### config.mk
export PLATFORM = sky130hd
export DESIGN_NAME = flex_down_counter_flat
export DESIGN_NICKNAME = d
export VERILOG_FILES = /design/src/rtl/flex_down_counter_if.sv /design/src/rtl/flex_down_counter.sv /design/src/flat_wrapper.sv
export SDC_FILE = /design/constraint.sdc
export NUM_CORES = 1
export LEC_CHECK = 0
export BUFFER_PORTS_ARGS = -buffer_cell sky130_fd_sc_hd__buf_4
export CAP_MARGIN = 0
export CORE_AREA = 5 5 42 44
export CTS_CLUSTER_DIAMETER = 80
export CTS_CLUSTER_SIZE = 40
export DETAILED_ROUTE_END_ITERATION = 16
export DIE_AREA = 0 0 47 49
export PLACE_DENSITY = 0.66
export SKIP_LAST_GASP = 1
export SLEW_MARGIN = 20
export SYNTH_ARGS = -nofsm -noshare
export SYNTH_HDL_FRONTEND = slang
export SYNTH_SLANG_ARGS = --single-unit
### constraint.sdc
create_clock -name clk -period 1.7 [get_ports clk]
set_input_delay 0.085 -clock clk [delete_from_list [all_inputs] [get_ports clk]]
set_output_delay 0.085 -clock clk [all_outputs]
set_load 0.02 [all_outputs]
### src/rtl/flex_down_counter_if.sv
// rtl/flex_down_counter_if.sv - control/status bundle for flex_down_counter
//
// Purpose: groups the countdown controls and status outputs of flex_down_counter.
// Ports (through the modports):
//   clear, load, load_val, count_enable : controls, master -> slave
//   count_out, zero_flag, busy,
//   expire_pulse                        : status, slave -> master
interface flex_down_counter_if #(
  parameter int NUM_CNT_BITS = 4
);
  logic                    clear;
  logic                    load;
  logic [NUM_CNT_BITS-1:0] load_val;
  logic                    count_enable;
  logic [NUM_CNT_BITS-1:0] count_out;
  logic                    zero_flag;
  logic                    busy;
  logic                    expire_pulse;

  modport master (
    output clear, load, load_val, count_enable,
    input  count_out, zero_flag, busy, expire_pulse
  );

  modport slave (
    input  clear, load, load_val, count_enable,
    output count_out, zero_flag, busy, expire_pulse
  );
endinterface

### src/rtl/flex_down_counter.sv
// rtl/flex_down_counter.sv - loadable down-counter/timer with expiry strobe
//
// Purpose: preloads a count, decrements it once per enabled cycle and strobes
// expire_pulse on the step from 1 to 0. Used for bit-period, byte-length and
// timeout countdowns.
// Ports:
//   clk               system clock, all state updates on posedge
//   rst               synchronous active-high reset
//   bus.clear         abort to IDLE with count 0
//   bus.load          capture bus.load_val and start the countdown
//   bus.load_val      start value
//   bus.count_enable  decrement strobe
//   bus.count_out     registered current count
//   bus.zero_flag     registered, 1 iff count_out == 0
//   bus.busy          1 while counting (RUN)
//   bus.expire_pulse  registered one-cycle strobe on the terminal step
// Build option: AUTO_RELOAD_EN - when defined, the terminal step reloads the
// last loaded value and keeps running, giving a periodic expire_pulse.
module flex_down_counter #(
  parameter int NUM_CNT_BITS = 4
) (
  input  logic                clk,
  input  logic                rst,
  flex_down_counter_if.slave  bus
);
  typedef enum logic [1:0] {
    IDLE = 2'd0,
    RUN  = 2'd1,
    DONE = 2'd2
  } state_t;

  localparam logic [NUM_CNT_BITS-1:0] CNT_ZERO = '0;
  localparam logic [NUM_CNT_BITS-1:0] CNT_ONE  = NUM_CNT_BITS'(1);

  state_t                  state_q, state_d;
  logic [NUM_CNT_BITS-1:0] count_q, count_d;
  logic                    zero_q, zero_d;
  logic                    expire_q, expire_d;
`ifdef AUTO_RELOAD_EN
  logic [NUM_CNT_BITS-1:0] reload_q, reload_d;
`endif

  always_comb begin
    state_d  = state_q;
    count_d  = count_q;
    expire_d = 1'b0;
`ifdef AUTO_RELOAD_EN
    reload_d = reload_q;
`endif
    if (bus.clear) begin
      state_d = IDLE;
      count_d = CNT_ZERO;
`ifdef AUTO_RELOAD_EN
      reload_d = CNT_ZERO;
`endif
    end else if (bus.load) begin
      // Loading zero is an immediate no-op countdown: no RUN, no strobe.
      count_d = bus.load_val;
      state_d = (bus.load_val != CNT_ZERO) ? RUN : IDLE;
`ifdef AUTO_RELOAD_EN
      reload_d = bus.load_val;
`endif
    end else begin
      unique case (state_q)
        RUN: begin
          if (bus.count_enable) begin
            if (count_q > CNT_ONE) begin
              count_d = count_q - CNT_ONE;
            end else begin
              // Terminal step; count_q <= 1 also guards against ever wrapping.
              expire_d = 1'b1;
`ifdef AUTO_RELOAD_EN
              count_d = reload_q;
`else
              count_d = CNT_ZERO;
              state_d = DONE;
`endif
            end
          end
        end
        DONE:    state_d = IDLE;
        default: state_d = IDLE;
      endcase
    end
    // Flag follows the next count so it lines up with count_out.
    zero_d = (count_d == CNT_ZERO);
  end

  always_ff @(posedge clk) begin
    if (rst) begin
      state_q  <= IDLE;
      count_q  <= CNT_ZERO;
      zero_q   <= 1'b1;
      expire_q <= 1'b0;
`ifdef AUTO_RELOAD_EN
      reload_q <= CNT_ZERO;
`endif
    end else begin
      state_q  <= state_d;
      count_q  <= count_d;
      zero_q   <= zero_d;
      expire_q <= expire_d;
`ifdef AUTO_RELOAD_EN
      reload_q <= reload_d;
`endif
    end
  end

  assign bus.count_out    = count_q;
  assign bus.zero_flag    = zero_q;
  assign bus.busy         = (state_q == RUN);
  assign bus.expire_pulse = expire_q;
endmodule
### src/flat_wrapper.sv
// flat-port wrapper written by rule: the top's interface ports become plain ports
module flex_down_counter_flat 
#(
  parameter int NUM_CNT_BITS = 4
)
  (clk, rst, bus_clear, bus_load, bus_load_val, bus_count_enable, bus_count_out, bus_zero_flag, bus_busy, bus_expire_pulse);
  flex_down_counter_if #(.NUM_CNT_BITS(NUM_CNT_BITS)) bus_i ();
  input  logic clk;
  input  logic rst;
  input wire logic [$bits(bus_i.clear)-1:0] bus_clear;
  input wire logic [$bits(bus_i.load)-1:0] bus_load;
  input wire logic [$bits(bus_i.load_val)-1:0] bus_load_val;
  input wire logic [$bits(bus_i.count_enable)-1:0] bus_count_enable;
  output wire logic [$bits(bus_i.count_out)-1:0] bus_count_out;
  output wire logic [$bits(bus_i.zero_flag)-1:0] bus_zero_flag;
  output wire logic [$bits(bus_i.busy)-1:0] bus_busy;
  output wire logic [$bits(bus_i.expire_pulse)-1:0] bus_expire_pulse;
  assign bus_i.clear = bus_clear;
  assign bus_i.load = bus_load;
  assign bus_i.load_val = bus_load_val;
  assign bus_i.count_enable = bus_count_enable;
  assign bus_count_out = bus_i.count_out;
  assign bus_zero_flag = bus_i.zero_flag;
  assign bus_busy = bus_i.busy;
  assign bus_expire_pulse = bus_i.expire_pulse;
  flex_down_counter #(.NUM_CNT_BITS(NUM_CNT_BITS)) u_core (.clk(clk), .rst(rst), .bus(bus_i));
endmodule
Word level (Yosys, flattened, before mapping). Index checks and enable logic that the tools add are counted.

Flip-flop bits (word level): 8. Input bits: 9. Output and inout port bits: 7. Logic and storage cells: 27.

$add $sub $neg: 1. Magnitude comparators: 1. Equality and inequality tests: 3. Multiplexer cells: 11. Bitwise operators: 2. Reductions and logical operators: 5.

Operator list (number): $mux 4 (5); $mux 2 (4); $ne 3x3->1 const B (2); $reduce_or 5->1 (1); $gt 4x1->1 const B (1); $logic_not 4->1 (1); $reduce_bool 4->1 (1); $sub 4x1->4 const B (1); $eq 2x1->1 const B (1); $mux 1 (2); $not 1->1 (2); $reduce_and 2->1 (1); $reduce_or 2->1 (1).

Depth between registers and ports, before layout. Gate-level depths: netlist of the first run.

Word-level depth: 7. Mapped depth: 6. Mapped depth without buffers: 6.

Worst setup path after synthesis of the first run. No wires, ideal clock.

Kind: register to register. Start point: register u_core.count_q[0] (netlist: u_core.bus.count_out[0]). End point: register u_core.zero_q (netlist: u_core.bus.zero_flag). Library setup time: 122 ps. Arrival time: 1456 ps. Required time: 1578 ps. Setup slack: 122 ps. Stages on the path, launching flop included: 7. Path buffers: 0. Clock period less this slack: 1578 ps. Cell sequence: dfxtp_1 > inv_1 > ha_1 > nor2_1 > o2111ai_1 > a31oi_2 > nor4_2.

Word-level cells in the longest chain between the ends: 7. Elaborated cells between the ends (all ways): 8. Classes of those cells: 1 x add/sub; 1 x order compare; 5 x mux; 1 x reduce/logical.

Ends and longest elaborated chain: start: declaration (RTL line flex_down_counter.sv:36) `logic [NUM_CNT_BITS-1:0] count_q, count_d;`; start signal: assignment (RTL line flex_down_counter.sv:100) `count_q <= count_d;`; $sub 4x1->4 or $gt 4x1->1 (tied branches) (RTL line flex_down_counter.sv:68, flex_down_counter.sv:67); $mux 4 (RTL line flex_down_counter.sv:67) `if (count_q > CNT_ONE) begin`; $mux 4 (RTL line flex_down_counter.sv:66) `if (bus.count_enable) begin`; $mux 4 (*) (RTL line flex_down_counter.sv:64) `unique case (state_q)`; $mux 4 (*) (RTL line flex_down_counter.sv:56) `end else if (bus.load) begin`; $mux 4 (*) (RTL line flex_down_counter.sv:50) `if (bus.clear) begin`; $logic_not 4->1 (*) (RTL line flex_down_counter.sv:86) `zero_d = (count_d == CNT_ZERO);`; end signal: assignment (RTL line flex_down_counter.sv:101) `zero_q <= zero_d;`; end: declaration (RTL line flex_down_counter.sv:37) `logic zero_q, zero_d;`.

Mark *: on every way between the ends. The rest lies on a longest branch, timed or not. A chain may end at the register's enable or synchronous reset.

Worst setup path in the final report of the first run.
Start point: register u_core.count_q[1] (netlist: u_core.bus.count_out[1]). End point: register u_core.zero_q (netlist: u_core.bus.zero_flag).

Same word-level chain as after synthesis.

==> results of run 1 <==
-- worst register-to-register path, stage by stage (launching register included) --
cell and delay, ns:
dfxtp_1 0.34, inv_1 0.08, ha_1 0.17, nor2_1 0.08
buf_4 0.15, o311ai_1 0.22, a21oi_1 0.13, nor4_2 0.26
-- flip-flops by register name (all words and copies together) (netlist names) --
| signal | count |
|---|---|
| u_core.bus.expire_pulse | 1 |
| u_core.bus.zero_flag | 1 |
| u_core.state_q | 2 |
| u_core.bus.count_out | 4 |
-- kinds of logic after synthesis --
kind of cell,synth area share
AOI/OAI and AO/OA,0.239
xor gates and xnor gates,0.0201
adders and majority gates,0.0575
buffers and inverters,0.0431
DFF,0.368
and+or+nand+nor,0.273
-- layout by cell type (no fill, tap or decap), types with 3 or more instances in the layout --
cell type / n
inv_1: 5
buf_4: 16
dfxtp_1: 7
nor2_1: 4
clkbuf_4: 3
a21oi_1: 5
-- final cells by class --
cell class	instances	area, um2
Clock buffer	3	22.5
Fill cell	155	802
Inverter	5	18.8
Multi-Input combinational cell	35	256
Sequential cell	8	161
Tap cell	16	20.0
Timing Repair Buffer	16	120
-- how the worst max path moves through the flow --
stage | cells after the start | from | to
final | 7 | u_core.bus.count_out[1]$_SDFF_PP0_ | u_core.bus.zero_flag$_SDFF_PP1_
after global routing | 7 | u_core.bus.count_out[0]$_SDFF_PP0_ | u_core.bus.zero_flag$_SDFF_PP1_
after CTS | 7 | u_core.bus.count_out[0]$_SDFF_PP0_ | u_core.bus.zero_flag$_SDFF_PP1_
after detailed placement | 7 | u_core.bus.count_out[0]$_SDFF_PP0_ | u_core.bus.zero_flag$_SDFF_PP1_
after global placement | 7 | u_core.bus.count_out[0]$_SDFF_PP0_ | u_core.bus.zero_flag$_SDFF_PP1_
after floorplan | 6 | u_core.bus.count_out[0]$_SDFF_PP0_ | u_core.bus.zero_flag$_SDFF_PP1_
-- where the power goes --
part / internal (mW) / switching [mW]
Clock: 0.0807 / 0.0632
Combinational: 0.0417 / 0.0439
Sequential: 0.196 / 0.00832
Total: 0.319 / 0.115
-- timing repair --
item	CTS	global route
setup endpoints to repair	0	1
resized for setup	0	1
hold endpoints to repair	0	0
-- layer usage --
layer / routed length, um / vias up / share of wire
li1: - / 221 / -
met1: 400 / 190 / 0.41
met2: 481 / 18 / 0.49
met3: 65 / 5 / 0.067
met4: 29 / 0 / 0.030
met5: 0 / - / 0
==> flow_metrics.env, run 1 <==
export IMPL_cts_buffer_depth=2
export IMPL_crit_slowest_cell="dfxtp_1"
export IMPL_place_congestion=0.717
export IMPL_antenna_left=0
export IMPL_maxCapViolCount=0
export IMPL_hold_depth=3
export IMPL_drt_iter0_drc=17
export IMPL_wl_per_cell_um=11.8
export IMPL_grt_overflow=0
export IMPL_crit_type="reg -> reg"
export IMPL_die_x_um=47
export IMPL_relSlewSlack=0.791
export IMPL_min_to="u_core.state_q[0]$_SDFFE_PP0P_"
export IMPL_rows=14
export IMPL_grt_busiest_layer="met2"
export IMPL_cts_setup_buffers=0
export IMPL_synth_nets=59
export IMPL_synth_top_area_frac=0.368
export IMPL_cts_buffers=3
export IMPL_synth_area_um2=435
export IMPL_hp_start="bus_load_val[2]"
export IMPL_via_per_inst=5.23
export IMPL_fin_crit_sh=0.893
export IMPL_drv_slew=0
export IMPL_worstReg2RegEnd="u_core.bus.zero_flag$_SDFF_PP1_"
export IMPL_cp_end_kind="register"
export IMPL_rrSetupSlack_ns=0.18
export IMPL_min_period_ns=1.52
export IMPL_postSynthAreaPerCell_um2=9.07
export IMPL_nets=80
export IMPL_grt_max_degree=9
export IMPL_leakagePower_nw=0.254
export IMPL_dieHeight_um=49
export IMPL_cts_tree="yes"
export IMPL_setup_ws_ns=0.183
export IMPL_grt_pass1_vias=411
export IMPL_drive_above_1_share=0.358
export IMPL_cts_sinks=8
export IMPL_setup_tns_ns=0
export IMPL_track_usage=0.0957
export IMPL_hold_viol=0
export IMPL_drc=0
export IMPL_ys_seq_elements=8
export IMPL_placed_cells=80
export IMPL_rsz0062_at_grt="false"
export IMPL_drt_pass1_iter_count=4
export IMPL_synth_top_area_cell="dfxtp_1"
export IMPL_synth_edf_count=0
export IMPL_reg2regPathDepth=7
export IMPL_use_met3=0.0332
export IMPL_num_vias=434
export IMPL_ctsHtreeMaxLevel=1
export IMPL_holdWs_ns=0.104
export IMPL_async_flop_share=0
export IMPL_antenna_cells=0
export IMPL_met2_usage=0.145
export IMPL_critPathRequiredTime_ns=1.86
export IMPL_grt_util_met1=0.118
export IMPL_path_buf_inv=2
export IMPL_synth_cell_types=25
export IMPL_crit_fanout=5
export IMPL_ys_warn_count=0
export IMPL_synthTopCellsByArea="dfxtp_1 (37%), a21oi_1 (5.7%), ha_1 (5.7%)"
export IMPL_fmax_ghz=0.659
export IMPL_crit_family="compound AO/OA/AOI/OAI gates"
export IMPL_tightest_slew_ns=0.309
export IMPL_post_synth_top_count_cell="dfxtp_1"
export IMPL_final_core_util=0.428
export IMPL_start_util=0.311
export IMPL_antenna_found_initial=0
export IMPL_status="complete, no violations"
export IMPL_synth_top_cells_by_count="dfxtp_1 (8), a21oi_1 (5), inv_1 (5), nor2_1 (4)"
export IMPL_ys_seq_area_frac=0.368
export IMPL_core_mm2=0.00140
export IMPL_io_buffer_count=15
export IMPL_reg2reg_from="u_core.bus.count_out[1]$_SDFF_PP0_"
export IMPL_place_ws_ns=0.144
export IMPL_finClkSkew_ns=0.00641
export IMPL_fin_area_um2=599
export IMPL_holdBufCountCts=0
export IMPL_cts_root_buf="clkbuf_4"
export IMPL_synth_cells=48
export IMPL_path_clk_slew_ns=0.06
export IMPL_cp_start_kind="register"
export IMPL_clk_insertion_delay_late_ns=0.25
export IMPL_total_power_mw=0.434
export IMPL_setup_violations=0
export IMPL_worstPathArrival_ns=1.68
export IMPL_p_per_area_mw_per_mm2=725
export IMPL_io_pins=16
export IMPL_wirelength_um=977
export IMPL_stdcell_count=83
export IMPL_area_growth_pct=37.6
export IMPL_dieArea_mm2=0.00230
export IMPL_ir_drop_uv=426
export IMPL_grt_first_pass_wirelength_um=1640
export IMPL_ys_flop_type="dfxtp_1"
export IMPL_dp_hpwl_um=797
export IMPL_max_stage_delay_ns=0.34
export IMPL_path_cells="inv_1 -> ha_1 -> nor2_1 -> buf_4 -> o311ai_1 -> a21oi_1 -> nor4_2"
export IMPL_hold_class="in -> reg"
export IMPL_placed_area_um2=576
Power figures use the tool's default switching activity.
==> run 2: changes to the inputs <==
--- a/config.mk
+++ b/config.mk
@@ -7,11 +7,11 @@
 export LEC_CHECK = 0
 export BUFFER_PORTS_ARGS = -buffer_cell sky130_fd_sc_hd__buf_4
 export CAP_MARGIN = 0
-export CORE_AREA = 5 5 42 44
+export CORE_AREA = 2 2 39 41
 export CTS_CLUSTER_DIAMETER = 80
 export CTS_CLUSTER_SIZE = 40
 export DETAILED_ROUTE_END_ITERATION = 16
-export DIE_AREA = 0 0 47 49
+export DIE_AREA = 0 0 41 43
 export PLACE_DENSITY = 0.66
 export SKIP_LAST_GASP = 1
 export SLEW_MARGIN = 20
==> constraint.sdc (replaced) <==
create_clock -name clk -period 1.5 [get_ports clk]
set_input_delay 0.075 -clock clk [delete_from_list [all_inputs] [get_ports clk]]
set_output_delay 0.075 -clock clk [all_outputs]
set_load 0.1 [all_outputs]
==> run 2 against run 1 <==
  * Maximum frequency increased by 9.5%
  * Flip-flop and latch count is the same
  * Wire length increased by 4.7%
  * Worst setup slack lost 0.068 ns
  * Clock skew is essentially flat
  * Sequential power increased by 13%
  * Critical path depth is 1 lower
  * Power grew 27%
  * Via count grew 0.92%
  * Sequential share of layout area rose by 1.2 points
  * Largest power group unchanged
  * Clock power increased by 16%
  * Largest cell class unchanged
  * Final cell count fell by 1.2%
==> flow_metrics.env, run 2 (synthesized netlist as in run 1, its figures left out) <==
export IMPL_drive_above_1_share=0.455
export IMPL_ctsHtreeMaxLevel=1
export IMPL_min_period_ns=1.39
export IMPL_via_per_inst=5.34
export IMPL_regArea_um2=170
export IMPL_maxCapViolCount=0
export IMPL_worstPathArrival_ns=1.56
export IMPL_largest_register_ff_count=4
export IMPL_io_pins=16
export IMPL_finClkSkew_ns=0.00641
export IMPL_hold_viol=0
export IMPL_place_congestion=0.778
export IMPL_drc=0
export IMPL_cp_start_kind="register"
export IMPL_layout_common_cells="buf_4 (15), a21oi_1 (5), dfxtp_1 (4)"
export IMPL_cts_tree="yes"
export IMPL_dp_hpwl_um=776
export IMPL_rows=14
export IMPL_drt_iter0_drc=12
export IMPL_wirelength_um=1020
export IMPL_io_buffer_count=15
export IMPL_dieHeight_um=43
export IMPL_holdBufCountCts=0
export IMPL_layout_commonest_cell="buf_4"
export IMPL_antenna_left=0
export IMPL_relSlewSlack=0.759
export IMPL_core_mm2=0.00138
export IMPL_crit_fanout=7
export IMPL_wl_per_cell_um=12.5
export IMPL_cts_buffer_depth=2
export IMPL_ir_drop_uv=429
export IMPL_track_usage=0.141
export IMPL_cts_root_buf="clkbuf_4"
export IMPL_nFillCells=143
export IMPL_grt_first_pass_wirelength_um=1520
export IMPL_hold_class="in -> reg"
export IMPL_cts_sinks=8
export IMPL_multi_input_area_um2=262
export IMPL_cts_buffers=3
export IMPL_drt_pass1_iter_count=4
export IMPL_p_per_area_mw_per_mm2=910
export IMPL_cts_setup_buffers=0
export IMPL_placed_cells=79
export IMPL_stdcell_count=82
export IMPL_grt_overflow=0
export IMPL_path_clk_slew_ns=0.05
export IMPL_area_growth_pct=39.1
export IMPL_cp_end_kind="register"
export IMPL_rsz0062_at_grt="false"
export IMPL_status="complete, no violations"
export IMPL_crit_type="reg -> reg"
export IMPL_final_core_util=0.438
export IMPL_cts_resized_gates=0
export IMPL_num_vias=438
export IMPL_antenna_cells=0
export IMPL_leakagePower_nw=0.251
export IMPL_dieArea_mm2=0.00176
export IMPL_critPathRequiredTime_ns=1.67
export IMPL_tightest_slew_ns=0.357
export IMPL_grt_pass1_vias=366
export IMPL_fin_area_um2=606
export IMPL_clk_insertion_delay_late_ns=0.26
export IMPL_start_util=0.315
export IMPL_setup_violations=0
export IMPL_nets=79
export IMPL_die_x_um=41
export IMPL_fin_crit_sh=0.924
export IMPL_drv_slew=0
export IMPL_fmax_ghz=0.722
export IMPL_antenna_found_initial=0
export IMPL_grt_max_degree=9
export IMPL_setup_tns_ns=0
export IMPL_placed_area_um2=583
-- run 2: layout make-up --
class                      instances  area share
multi-input combinational         35       0.432
sequential                         8       0.281
timing repair buffer              15       0.186
clock buffer                       3      0.0372
tap                               16      0.0331
inverter                           5      0.0310
-- run 2: where the power goes --
| group | internal [mW] | switching [mW] | total (mW) |
|---|---|---|---|
| logic | 0.0463 | 0.107 | 0.153 |
| registers | 0.221 | 0.0103 | 0.232 |
| clock network | 0.0916 | 0.0749 | 0.167 |
| total | 0.359 | 0.192 | 0.551 |
-- run 2: worst paths after layout --
check | startpoint | end | slack (ns) | cells past startpoint
worst max-delay path | u_core.bus.count_out[0]$_SDFF_PP0_ | u_core.bus.zero_flag$_SDFF_PP1_ | 0.11 | 6
worst min-delay path | bus_load | u_core.state_q[0]$_SDFFE_PP0P_ | 0.09 | 3
worst max register to register | u_core.bus.count_out[0]$_SDFF_PP0_ | u_core.bus.zero_flag$_SDFF_PP1_ | 0.11 | 6
worst min register to register | u_core.bus.count_out[1]$_SDFF_PP0_ | u_core.bus.count_out[1]$_SDFF_PP0_ | 0.61 | 2
-- run 2: routing by layer --
metal	vias to the layer above	global-route usage	wire, um
li1	217	-	-
met1	200	0.159	447
met2	17	0.191	475
met3	4	0.0314	56
met4	0	0.160	44
met5	-	0	0
-- run 2: worst max-delay path: stages (launching register included) --
cell and delay (ns):
dfxtp_4 0.36, inv_2 0.06, ha_2 0.18, nor2_2 0.07
o311ai_0 0.28, a21oi_1 0.15, nor4_2 0.21
-- run 2: through the flow --
step | power (mW) | setup slack [ns] | hold WS [ns]
after global placement | 0.388 | 0.125 | 0.364
after global routing | 0.574 | 0.0269 | 0.0995
after floorplan | 0.343 | 0.00371 | 0.192
after detailed placement | 0.389 | 0.121 | 0.360
after CTS | 0.553 | 0.106 | 0.0899
final | 0.551 | 0.115 | 0.0921
==> run 3: changes to the inputs <==
--- a/config.mk
+++ b/config.mk
@@ -12,7 +12,6 @@
 export CTS_CLUSTER_SIZE = 40
 export DETAILED_ROUTE_END_ITERATION = 16
 export DIE_AREA = 0 0 41 43
-export PLACE_DENSITY = 0.66
 export SKIP_LAST_GASP = 1
 export SLEW_MARGIN = 20
 export SYNTH_ARGS = -nofsm -noshare
==> run 3 against run 2 <==
  * Die area stayed put
  * Critical path type unchanged
  * First-iteration DRC count is 33% lower
  * Highest routed layer unchanged
  * Via count is 1.6% lower
  * Sequential power hardly changed
  * Cell area is 2.1% higher
  * Largest power group unchanged
  * Global-route usage is 1.3 points lower
  * Power is 0.48% higher
  * Clock power hardly changed
  * Flip-flop and latch count stayed put
  * Register-to-register slack better by 0.03 ns
  * Core utilization is 0.90 points higher
==> flow_metrics.env, run 3 (synthesized netlist as in run 1, its figures left out) <==
export IMPL_status="complete, no violations"
export IMPL_cp_end_kind="register"
export IMPL_maxCapViolCount=0
export IMPL_setup_violations=0
export IMPL_grt_util_met1=0.158
export IMPL_setup_ws_ns=0.144
export IMPL_area_growth_pct=42.0
export IMPL_grt_pass1_vias=389
export IMPL_grt_busiest_layer="met2"
export IMPL_place_congestion=0.735
export IMPL_drt_iter0_drc=8
export IMPL_cts_sinks=8
export IMPL_cp_start_kind="register"
export IMPL_critPathRequiredTime_ns=1.67
export IMPL_crit_type="reg -> reg"
export IMPL_ir_drop_uv=435
export IMPL_num_vias=431
export IMPL_grt_max_degree=9
export IMPL_grt_first_pass_wirelength_um=1500
export IMPL_hold_class="in -> reg"
export IMPL_wirelength_um=951
export IMPL_final_core_util=0.447
export IMPL_drive_above_1_share=0.463
export IMPL_total_power_mw=0.554
export IMPL_nFillCells=136
export IMPL_core_mm2=0.00138
export IMPL_largest_register_ff_count=4
export IMPL_relSlewSlack=0.784
export IMPL_holdWs_ns=0.0920
export IMPL_cts_buffer_depth=2
export IMPL_die_x_um=41
export IMPL_dp_hpwl_um=759
export IMPL_min_period_ns=1.36
export IMPL_fmax_ghz=0.737
export IMPL_use_met3=0.0157
export IMPL_leakagePower_nw=0.257
export IMPL_start_util=0.315
export IMPL_finClkSkew_ns=0.00552
export IMPL_hold_viol=0
export IMPL_clk_insertion_delay_late_ns=0.26
export IMPL_setup_tns_ns=0
export IMPL_fin_crit_sh=0.904
export IMPL_cts_root_buf="clkbuf_4"
export IMPL_drv_slew=0
export IMPL_rows=14
export IMPL_antenna_cells=0
export IMPL_grt_overflow=0
export IMPL_nets=80
export IMPL_tightest_slew_ns=0.321
export IMPL_cts_buffers=3
export IMPL_dieHeight_um=43
export IMPL_dieArea_mm2=0.00176
export IMPL_drc=0
export IMPL_io_buffer_count=15
export IMPL_io_pins=16
export IMPL_rsz0062_at_grt="false"
export IMPL_antenna_left=0
export IMPL_path_clk_slew_ns=0.05
export IMPL_antenna_found_initial=0
export IMPL_met2_usage=0.178
export IMPL_crit_fanout=7
export IMPL_holdBufCountCts=0
export IMPL_drt_pass1_iter_count=4
export IMPL_worstPathArrival_ns=1.53
export IMPL_via_per_inst=5.19
export IMPL_p_per_area_mw_per_mm2=896
export IMPL_track_usage=0.128
export IMPL_ctsHtreeMaxLevel=1
export IMPL_cts_tree="yes"
export IMPL_place_ws_ns=0.104
export IMPL_layout_common_cells="buf_4 (16), a21oi_1 (5), dfxtp_1 (4)"
export IMPL_layout_commonest_cell="buf_4"
export IMPL_wl_per_cell_um=11.5
[run 3: path summary, 6_finish.rpt]
path / start / end / slack [ns] / cells past startpoint
max: u_core.bus.count_out[0]$_SDFF_PP0_ / u_core.bus.zero_flag$_SDFF_PP1_ / 0.14 / 6
min: bus_load_val[2] / u_core.state_q[0]$_SDFFE_PP0P_ / 0.09 / 3
max reg2reg: u_core.bus.count_out[0]$_SDFF_PP0_ / u_core.bus.zero_flag$_SDFF_PP1_ / 0.14 / 6
min reg2reg: u_core.bus.count_out[1]$_SDFF_PP0_ / u_core.bus.count_out[1]$_SDFF_PP0_ / 0.62 / 2
[run 3: area by class of cell]
class | instances | area, um2 | area share
Tap cell | 16 | 20.0 | 0.0324
Timing Repair Buffer | 16 | 120 | 0.194
Multi-Input combinational cell | 35 | 267 | 0.431
Inverter | 5 | 18.8 | 0.0304
Clock buffer | 3 | 22.5 | 0.0364
Sequential cell | 8 | 170 | 0.275
[run 3: per-layer routing]
metal | vias to the layer above | routed length (um)
li1 | 219 | -
met1 | 188 | 455
met2 | 21 | 398
met3 | 3 | 68
met4 | 0 | 29
met5 | - | 0
[run 3: worst max-delay path: stages, from the launching register on]
cell and delay, ns:
dfxtp_4 0.36, inv_2 0.06, ha_2 0.20, nor2_4 0.05
o2111ai_1 0.22, a31oi_2 0.13, nor4_2 0.26
[run 3: power breakdown]
group / switching (mW) / leakage [nW] / internal (mW)
sequential: 0.00974 / 0.0678 / 0.221
combinational: 0.108 / 0.175 / 0.0488
clock: 0.0748 / 0.0138 / 0.0916
[run 3: timing repair]
item	CTS	global route
buffers inserted	0	1
endpoints found under the setup margin	0	1
gates resized for setup	0	2
[run 3: through the flow]
| step | cell area (um2) | std cells |
|---|---|---|
| global route | 618 | 83 |
| CTS | 606 | 82 |
| global placement | 583 | 79 |
| detailed placement | 583 | 79 |
| finish | 618 | 83 |
| floorplan | 450 | 48 |
